===== config.mk =====
export PLATFORM = sky130hd
export DESIGN_NAME = pmod_enc_emu_flat
export DESIGN_NICKNAME = d
export VERILOG_FILES = /design/src/rtl/pmod_enc_if.sv /design/src/rtl/pmod_enc_emu.sv /design/src/flat_wrapper.sv
export SDC_FILE = /design/constraint.sdc
export NUM_CORES = 1
export LEC_CHECK = 0
export ABC_AREA = 1
export CAP_MARGIN = 20
export CORE_ASPECT_RATIO = 1.25
export CORE_MARGIN = 2
export CORE_UTILIZATION = 55
export CTS_CLUSTER_DIAMETER = 40
export DETAILED_ROUTE_END_ITERATION = 8
export GPL_TIMING_DRIVEN = 1
export PLACE_DENSITY = 0.74
export SLEW_MARGIN = 40
export SYNTH_ARGS = -nofsm -noshare
export SYNTH_HDL_FRONTEND = slang
export SYNTH_SLANG_ARGS = --single-unit

===== constraint.sdc =====
create_clock -name clk -period 4.15 [get_ports clk]
set_input_delay 0.83 -clock clk [delete_from_list [all_inputs] [get_ports clk]]
set_output_delay 0.83 -clock clk [all_outputs]
set_load 0.01 [all_outputs]

===== src/rtl/pmod_enc_if.sv =====
// Command handshake for the Pmod encoder emulator: a valid/ready transfer of
// one rotation command {dir, count}.
interface pmod_enc_if;
  logic       valid;
  logic       ready;
  logic       dir;
  logic [7:0] count;

  modport master (output valid, output dir, output count, input ready);
  modport slave  (input valid, input dir, input count, output ready);
endinterface


===== src/rtl/pmod_enc_emu.sv =====
// Pmod rotary encoder emulator: queues {dir,count} rotation commands and plays them
// out as glitch-free quadrature on A/B, alongside registered button/switch levels.
module pmod_enc_emu #(
  parameter int PHASE_CYCLES = 1000,
  parameter int GAP_CYCLES   = 5000,
  parameter int FIFO_DEPTH   = 4
) (
  input  logic           clk,
  input  logic           rst,
  pmod_enc_if.slave      cmd,
  input  logic           btn_in,
  input  logic           sw_in,
  output logic [3:0]     enc_out,
  output logic           busy,
  output logic           done,
  output logic [2:0]     level
);

  localparam int AW   = $clog2(FIFO_DEPTH);
  localparam int LW   = AW + 1;
  localparam int TMAX = (PHASE_CYCLES > GAP_CYCLES) ? PHASE_CYCLES : GAP_CYCLES;
  localparam int TW   = $clog2(TMAX);
  localparam logic [TW-1:0] PHASE_LOAD = TW'(PHASE_CYCLES - 1);
  localparam logic [TW-1:0] GAP_LOAD   = TW'(GAP_CYCLES - 1);

  typedef enum logic [1:0] {IDLE, LOAD, STEP, GAP} state_t;

  logic [8:0]    mem [FIFO_DEPTH];
  logic [AW-1:0] wr_ptr_reg, rd_ptr_reg;
  logic [LW-1:0] fill_reg;
  logic          push, pop;
  logic [8:0]    head;

  state_t        state_reg, state_next;
  logic [TW-1:0] tmr_reg, tmr_next;
  logic [7:0]    count_reg, count_next;
  logic          dir_reg, dir_next;
  logic [1:0]    phase_reg, phase_next;
  logic [1:0]    ab_reg, ab_next;       // {A, B}
  logic          done_reg, done_next;
  logic          btn_reg, sw_reg;

  // Gray position within one detent; phase 0 is the 11 rest state.
  function automatic logic [1:0] quad_ab(input logic cw, input logic [1:0] ph);
    logic [1:0] r;
    case (ph)
      2'd0:    r = 2'b11;
      2'd1:    r = cw ? 2'b01 : 2'b10;
      2'd2:    r = 2'b00;
      default: r = cw ? 2'b10 : 2'b01;
    endcase
    return r;
  endfunction

  assign cmd.ready = (fill_reg != LW'(FIFO_DEPTH));
  assign push      = cmd.valid & cmd.ready;

  always_ff @(posedge clk) begin
    if (push) mem[wr_ptr_reg] <= {cmd.dir, cmd.count};
  end

  always_ff @(posedge clk or posedge rst) begin
    if (rst) begin
      wr_ptr_reg <= '0;
      rd_ptr_reg <= '0;
      fill_reg   <= '0;
    end else begin
      if (push) wr_ptr_reg <= wr_ptr_reg + 1'b1;
      if (pop)  rd_ptr_reg <= rd_ptr_reg + 1'b1;
      case ({push, pop})
        2'b10:   fill_reg <= fill_reg + 1'b1;
        2'b01:   fill_reg <= fill_reg - 1'b1;
        default: fill_reg <= fill_reg;
      endcase
    end
  end

  always_comb begin
    state_next = state_reg;
    tmr_next   = tmr_reg;
    count_next = count_reg;
    dir_next   = dir_reg;
    phase_next = phase_reg;
    ab_next    = ab_reg;
    done_next  = 1'b0;
    pop        = 1'b0;
    head       = mem[rd_ptr_reg];
    case (state_reg)
      IDLE: if (fill_reg != '0) state_next = LOAD;
      LOAD: begin
        pop        = 1'b1;
        dir_next   = head[8];
        count_next = head[7:0];
        phase_next = 2'd0;
        ab_next    = 2'b11;
        if (head[7:0] == 8'd0) begin
          state_next = GAP;
          tmr_next   = GAP_LOAD;
        end else begin
          state_next = STEP;
          tmr_next   = PHASE_LOAD;
        end
      end
      STEP: begin
        if (tmr_reg != '0) begin
          tmr_next = tmr_reg - 1'b1;
        end else begin
          tmr_next   = PHASE_LOAD;
          phase_next = phase_reg + 2'd1;
          ab_next    = quad_ab(dir_reg, phase_reg + 2'd1);
          // Fourth advance lands back on 11: one detent finished.
          if (phase_reg == 2'd3) begin
            count_next = count_reg - 8'd1;
            if (count_reg == 8'd1) begin
              state_next = GAP;
              tmr_next   = GAP_LOAD;
            end
          end
        end
      end
      GAP: begin
        ab_next = 2'b11;
        if (tmr_reg != '0) begin
          tmr_next = tmr_reg - 1'b1;
        end else begin
          done_next  = 1'b1;
          state_next = IDLE;
        end
      end
      default: state_next = IDLE;
    endcase
  end

  always_ff @(posedge clk or posedge rst) begin
    if (rst) begin
      state_reg <= IDLE;
      tmr_reg   <= '0;
      count_reg <= '0;
      dir_reg   <= 1'b0;
      phase_reg <= 2'd0;
      ab_reg    <= 2'b11;
      done_reg  <= 1'b0;
      btn_reg   <= 1'b0;
      sw_reg    <= 1'b0;
    end else begin
      state_reg <= state_next;
      tmr_reg   <= tmr_next;
      count_reg <= count_next;
      dir_reg   <= dir_next;
      phase_reg <= phase_next;
      ab_reg    <= ab_next;
      done_reg  <= done_next;
      btn_reg   <= btn_in;
      sw_reg    <= sw_in;
    end
  end

  assign enc_out = {sw_reg, btn_reg, ab_reg[0], ab_reg[1]};
  assign busy    = (state_reg != IDLE) || (fill_reg != '0);
  assign done    = done_reg;
  assign level   = 3'(fill_reg);

endmodule


===== src/flat_wrapper.sv =====
// flat-port wrapper written by rule: the top's interface ports become plain ports
module pmod_enc_emu_flat 
#(
  parameter int PHASE_CYCLES = 1000,
  parameter int GAP_CYCLES   = 5000,
  parameter int FIFO_DEPTH   = 4
)
  (clk, rst, btn_in, sw_in, enc_out, busy, done, level, cmd_valid, cmd_dir, cmd_count, cmd_ready);
  pmod_enc_if cmd_i ();
  input  logic clk;
  input  logic rst;
  input  logic btn_in;
  input  logic sw_in;
  output logic [3:0] enc_out;
  output logic busy;
  output logic done;
  output logic [2:0] level;
  input wire logic [$bits(cmd_i.valid)-1:0] cmd_valid;
  input wire logic [$bits(cmd_i.dir)-1:0] cmd_dir;
  input wire logic [$bits(cmd_i.count)-1:0] cmd_count;
  output wire logic [$bits(cmd_i.ready)-1:0] cmd_ready;
  assign cmd_i.valid = cmd_valid;
  assign cmd_i.dir = cmd_dir;
  assign cmd_i.count = cmd_count;
  assign cmd_ready = cmd_i.ready;
  pmod_enc_emu #(.PHASE_CYCLES(PHASE_CYCLES), .GAP_CYCLES(GAP_CYCLES), .FIFO_DEPTH(FIFO_DEPTH)) u_core (.clk(clk), .rst(rst), .cmd(cmd_i), .btn_in(btn_in), .sw_in(sw_in), .enc_out(enc_out), .busy(busy), .done(done), .level(level));
endmodule

Word level (Yosys, flattened, before mapping)

Memories as Yosys holds them, arrays and structs flattened.
Index checks and enable logic that the tools add are counted.

Word-level logic and storage cells: 83
RAM bits: 36
Memories: 1
Output and inout bits: 10
Bits in registers: 38
Input bits: 14

Memories:

| memory     | depth | width | rd ports | clocked after Yosys merged registers in | write ports | RTL line           | RTL |
|---|---|---|---|---|---|---|---|
| u_core.mem | 4     | 9     | 1        | 0                                       | 1           | pmod_enc_emu.sv:28 | `logic [8:0] mem [FIFO_DEPTH];` |

Bitwise logic cells: 1
$add $sub $neg: 7
Reductions and logical operators: 17
Equality and inequality tests: 16
Muxes and demuxes: 29

Operators by type and width:

| cell                                                | count |
|---|---|
| two-way mux 13 bit                                  | 5 |
| case mux 13 bit (3 select lines)                    | 1 |
| two-way mux 2 bit                                   | 9 |
| two-way mux 8 bit                                   | 2 |
| case mux 8 bit (2 select lines)                     | 1 |
| nonzero test 13 bit                                 | 1 |
| subtractor 13 x 1 -> 13 bit (second input constant) | 1 |
| == test 2 bit (second input constant)               | 5 |
| == test 8 x 1 -> 1 bit (second input constant)      | 1 |
| logical NOT 8 bit                                   | 1 |
| != test 2 x 1 -> 1 bit (second input constant)      | 4 |
| case mux 2 bit (2 select lines)                     | 2 |
| case mux 2 bit (4 select lines)                     | 1 |
| nonzero test 2 bit                                  | 4 |
| subtractor 8 x 1 -> 8 bit (second input constant)   | 1 |
| adder 2 x 1 -> 2 bit (second input constant)        | 3 |
| == test 2 x 1 -> 1 bit (second input constant)      | 3 |
| two-way mux 1 bit                                   | 6 |
| case mux 2 bit (3 select lines)                     | 1 |
| case mux 3 bit (2 select lines)                     | 1 |
| AND reduction 2 bit                                 | 3 |
| nonzero test 3 bit                                  | 2 |
| AND reduction 5 bit                                 | 1 |
| logical NOT 2 bit                                   | 2 |
| 8 further kinds                                     | 9 |

Depth between registers and ports, before layout

Word-level depth: 5
Depth in mapped cells: 13
Mapped depth without buffers: 13

Worst setup path before layout

OpenSTA, ideal clock, no wires.

Path kind: in2reg
Start: input cmd_valid
End: register u_core.fill_reg[2], in the netlist u_core.level[2]
Required time: 4.071 ns
Buffers on the path: 0
Arrival time: 1.931 ns
Library setup time: 0.079 ns
Cell stages on the path: 8
Path slack: 2.140 ns
Cell sequence: nand2_1 -> ha_1 -> inv_1 -> fa_1 -> nor2_1 -> nor2_1 -> nand2_1 -> xor2_1

Longest elaborated chain between the ends: 3
Elaborated cells on any way between the ends: 5
Classes of those cells: 2 x eq/ne; 1 x mux; 1 x bitwise; 1 x reduce/logical

Ends and longest elaborated chain:

| element                                                               | RTL line           | RTL |
|---|---|---|
| start: declaration                                                    | flat_wrapper.sv:18 | `input wire logic [$bits(cmd_i.valid)-1:0] cmd_valid;` |
| bitwise AND 1 bit *                                                   | pmod_enc_emu.sv:56 | `assign push = cmd.valid & cmd.ready;` |
| == test 2 x 1 -> 1 bit or == test 2 bit (tied branches)               | pmod_enc_emu.sv:70 | `case ({push, pop})` |
| case mux 3 bit (2 select lines) or nonzero test 2 bit (tied branches) | n/a                |  |
| end signal: assignment                                                | pmod_enc_emu.sv:71 | `2'b10: fill_reg <= fill_reg + 1'b1;` |
| end signal: assignment                                                | pmod_enc_emu.sv:72 | `2'b01: fill_reg <= fill_reg - 1'b1;` |
| end signal: assignment                                                | pmod_enc_emu.sv:73 | `default: fill_reg <= fill_reg;` |
| end: declaration                                                      | pmod_enc_emu.sv:30 | `logic [LW-1:0] fill_reg;` |

Every way passes the cells marked *; elsewhere a longest branch is shown, timed or not.
A chain may end at the register's enable or synchronous reset.

Worst setup path after layout

Start: register u_core.state_reg[0]
End: output busy

Longest elaborated chain between the ends: 2

Ends and longest elaborated chain:

| element                  | RTL line            | RTL |
|---|---|---|
| start: declaration       | pmod_enc_emu.sv:34  | `state_t state_reg, state_next;` |
| start signal: assignment | pmod_enc_emu.sv:146 | `state_reg <= state_next;` |
| nonzero test 2 bit       | pmod_enc_emu.sv:159 | `assign busy = (state_reg != IDLE) \|\| (fill_reg != '0);` |
| logical OR 1 bit         | pmod_enc_emu.sv:159 |  |
| end: declaration         | flat_wrapper.sv:15  | `output logic busy;` |

Every way passes these cells.

==> impl_metrics.yaml <==
status:
  outcome: "complete, no violations"
min_path:
  worstHoldStart: "u_core.ab_reg[1]"
  hp-class: "flip-flop to flip-flop"
  hold-path-cell-count: 2
  worst_hold_path.endpoint: "u_core.ab_reg[1]"
setup_path:
  slowest_stage: "clkdlybuf4s50_1"
  path_buf_inv: 2
  crit_path_max_incr_delay_ns: 0.54
  crit_type: "flip-flop to output port"
  crit_family: "buffers and inverters"
  startpoint_type: "flip-flop"
  r2r_setup_slack_ns: 2.01
  cp_data_required_time_ns: 3.32
  reg2reg_depth: 11
  crit_chain: "inv_1 > ha_1 > nand3_1 > clkdlybuf4s50_1"
  reg2reg_from: "u_core.rd_ptr_reg[0]"
  critPathMaxFanout: 5
  endpoint_kind: "output port"
  r2r-end: "u_core.tmr_reg[6]"
  worstPathArrival_ns: 1.73
placement:
  post-place-ws_ns: 1.58
  finalWeightedCongestion: 0.808
  io_buffers: 23
  placed_cells: 529
  place_area_um2: 4090
  hpwl_um: 5240
final_layout:
  n_antenna_cell: 0
  layout-drive-gt1-share: 0.0808
  nNetsFinal: 484
  fin_area_um2: 4280
  final_cell_count_no_fill: 545
  final_core_util: 0.644
  largest_reg_flops: 36
  synthToLayoutAreaGrowth_pct: 12.1
floorplan:
  num_rows: 33
  core_um2: 6650
  start_util: 0.574
  ios: 24
  die_h_um: 97.2
  dieArea_um2: 7630
  die_x_um: 78.5
sta:
  setup_ws_ns: 1.59
  finalSetupTns_ns: 0
  setup_viol: 0
  fin_crit_ns: 2.56
  slew_viol_final: 0
  max-slew-margin-rel: 0.520
  hold_viol_final: 0
  clock_skew_ns: 0.0106
  worst_pin_slew_ns: 0.717
  rsz0062_at_grt: "no"
  clock.fmax_mhz: 390
  fin_crit_sh: 0.617
routing:
  vias_per_cell: 5.10
  drt_first_pass_iters: 4
  drcViolationCount: 0
  drt_wl_total_um: 6960
  routed-via-count: 2777
  wl_per_cell_um: 12.8
  initialDrtViolationCount: 148
  final_antenna_net_count: 0
logic_synthesis:
  synth_nets: 460
  yosysWarnings: 0
  syn_area_um2: 3820
  async_flop_share: 0.514
  synthCells: 429
  syn_avg_cell_area_um2: 8.90
  yosys_most_used_dff: "edfxtp_1"
  synth.distinct_cells: 35
  ys_ff_latch: 74
  synth_top_area_share: 0.283
  synth_area_leaders: "edfxtp_1 (28%), dfrtp_1 (24%), nand2_1 (12%)"
  yosys.area.top_type: "edfxtp_1"
  synth-edff-count: 36
  synth-seq-area-share: 0.533
clock_network:
  cts_tree: "yes"
  cts_made_buffers: 9
  post_cts_resized: 0
  cts.sinks: 74
  clock_latency_ns: 0.34
  cts_buffer_depth: 2
  post_cts_buffers: 0
  clk_pin_slew_ns: 0.08
  clockRootBuffer: "clkbuf_8"
  hold_buffers: 0
  htreeDepth: 3
global_route:
  grt_start_max_net_pins: 39
  track_usage: 0.202
  grt_pass1_vias: 2805
  grt_pass1_wl_um: 12200
  grt.overflow.total: 0
  antenna_found_initial: 0
power:
  ir_worst_vdd_mv: 0.330
  p_per_area_nw_per_um2: 392
  leakagePower_nw: 1.88
run:
  max_cap_violations: 0
-- tightest hold or removal path, cell delays in order (launching register included) --
cell     delay (ns)
dfstp_2        0.37
nand2_1        0.05
o21ai_0        0.07
-- power by group --
| group | switching, mW | internal, mW |
|---|---|---|
| Combinational | 0.145 | 0.0996 |
| Sequential | 0.0374 | 0.874 |
| Clock | 0.256 | 0.264 |
| Total | 0.438 | 1.24 |
-- through the flow --
step,total power [mW],hold WS [ns]
after floorplan,1.07,0.464
after global routing,1.76,0.509
after CTS,1.69,0.495
final,1.68,0.493
after global placement,1.16,0.480
after detailed placement,1.18,0.483
-- kinds of logic after synthesis --
family,count (synthesis),synth area share
AND/OR/NAND/NOR,213,0.240
flip-flops,74,0.533
buffers and inverters,65,0.0727
AO/OA/AOI/OAI,47,0.0675
adder cells (fa/ha/maj),17,0.0577
XOR/XNOR,13,0.0298
-- cell usage in the layout, fill, tap and decap left out, drive strengths merged --
master,instances
o211ai,1
clkdlybuf4s50,23
nor2,47
inv,54
clkinv,3
fa,1
a22oi,2
nand4,2
nor3b,1
edfxtp,36
a211o,1
clkbuf,12
or2,1
xnor2,2
nand2,131
nor3,1
clkinvlp,1
ha,16
o21ai,29
nand3,30
buf,1
o22ai,5
dfrtp,36
xor2,11
dfstp,2
a21oi,9
-- Yosys cell counts, types with 2 or more instances --
| cell | instances |
|---|---|
| a21oi_1 | 9 |
| buf_6 | 2 |
| o21ai_0 | 27 |
| o21ai_1 | 2 |
| dfstp_2 | 2 |
| nand2_2 | 4 |
| xnor2_1 | 2 |
| inv_2 | 2 |
| buf_4 | 3 |
| clkbuf_1 | 2 |
| nor2_1 | 40 |
| dfrtp_1 | 36 |
| edfxtp_1 | 36 |
| nand2_1 | 125 |
| nand4_1 | 2 |
| xor2_1 | 11 |
| buf_2 | 4 |
| nand3_1 | 28 |
| o22ai_1 | 5 |
| nor2_2 | 6 |
| ha_1 | 16 |
| nand2_4 | 2 |
| inv_1 | 50 |
| a22oi_1 | 2 |
-- layer usage --
layer,global-route usage,vias to the layer above,share of wire
li1,-,1421,-
met1,0.223,1292,0.43
met2,0.368,46,0.52
met3,0.0455,18,0.025
met4,0.0823,0,0.022
met5,0,-,0
-- layout make-up --
type	count	area, um^2
Clock inverter	4	23.8
Inverter	54	205
Sequential cell	74	2030
Timing Repair Buffer	24	238
Fill cell	553	2370
Tap cell	87	109
Multi-Input combinational cell	290	1510
Clock buffer	12	165
-- worst max-delay path by stage --
stage	startpoint	end	slack, ns	cells after the start
floorplan	cmd_valid	u_core.level[2]	2.14	8
global placement	cmd_valid	u_core.level[2]	1.62	9
detailed placement	cmd_valid	u_core.level[2]	1.58	9
CTS	u_core.state_reg[0]	busy	1.58	4
global route	u_core.state_reg[0]	busy	1.46	4
finish	u_core.state_reg[0]	busy	1.59	4
Note: power is estimated with default switching activity, not from simulation.
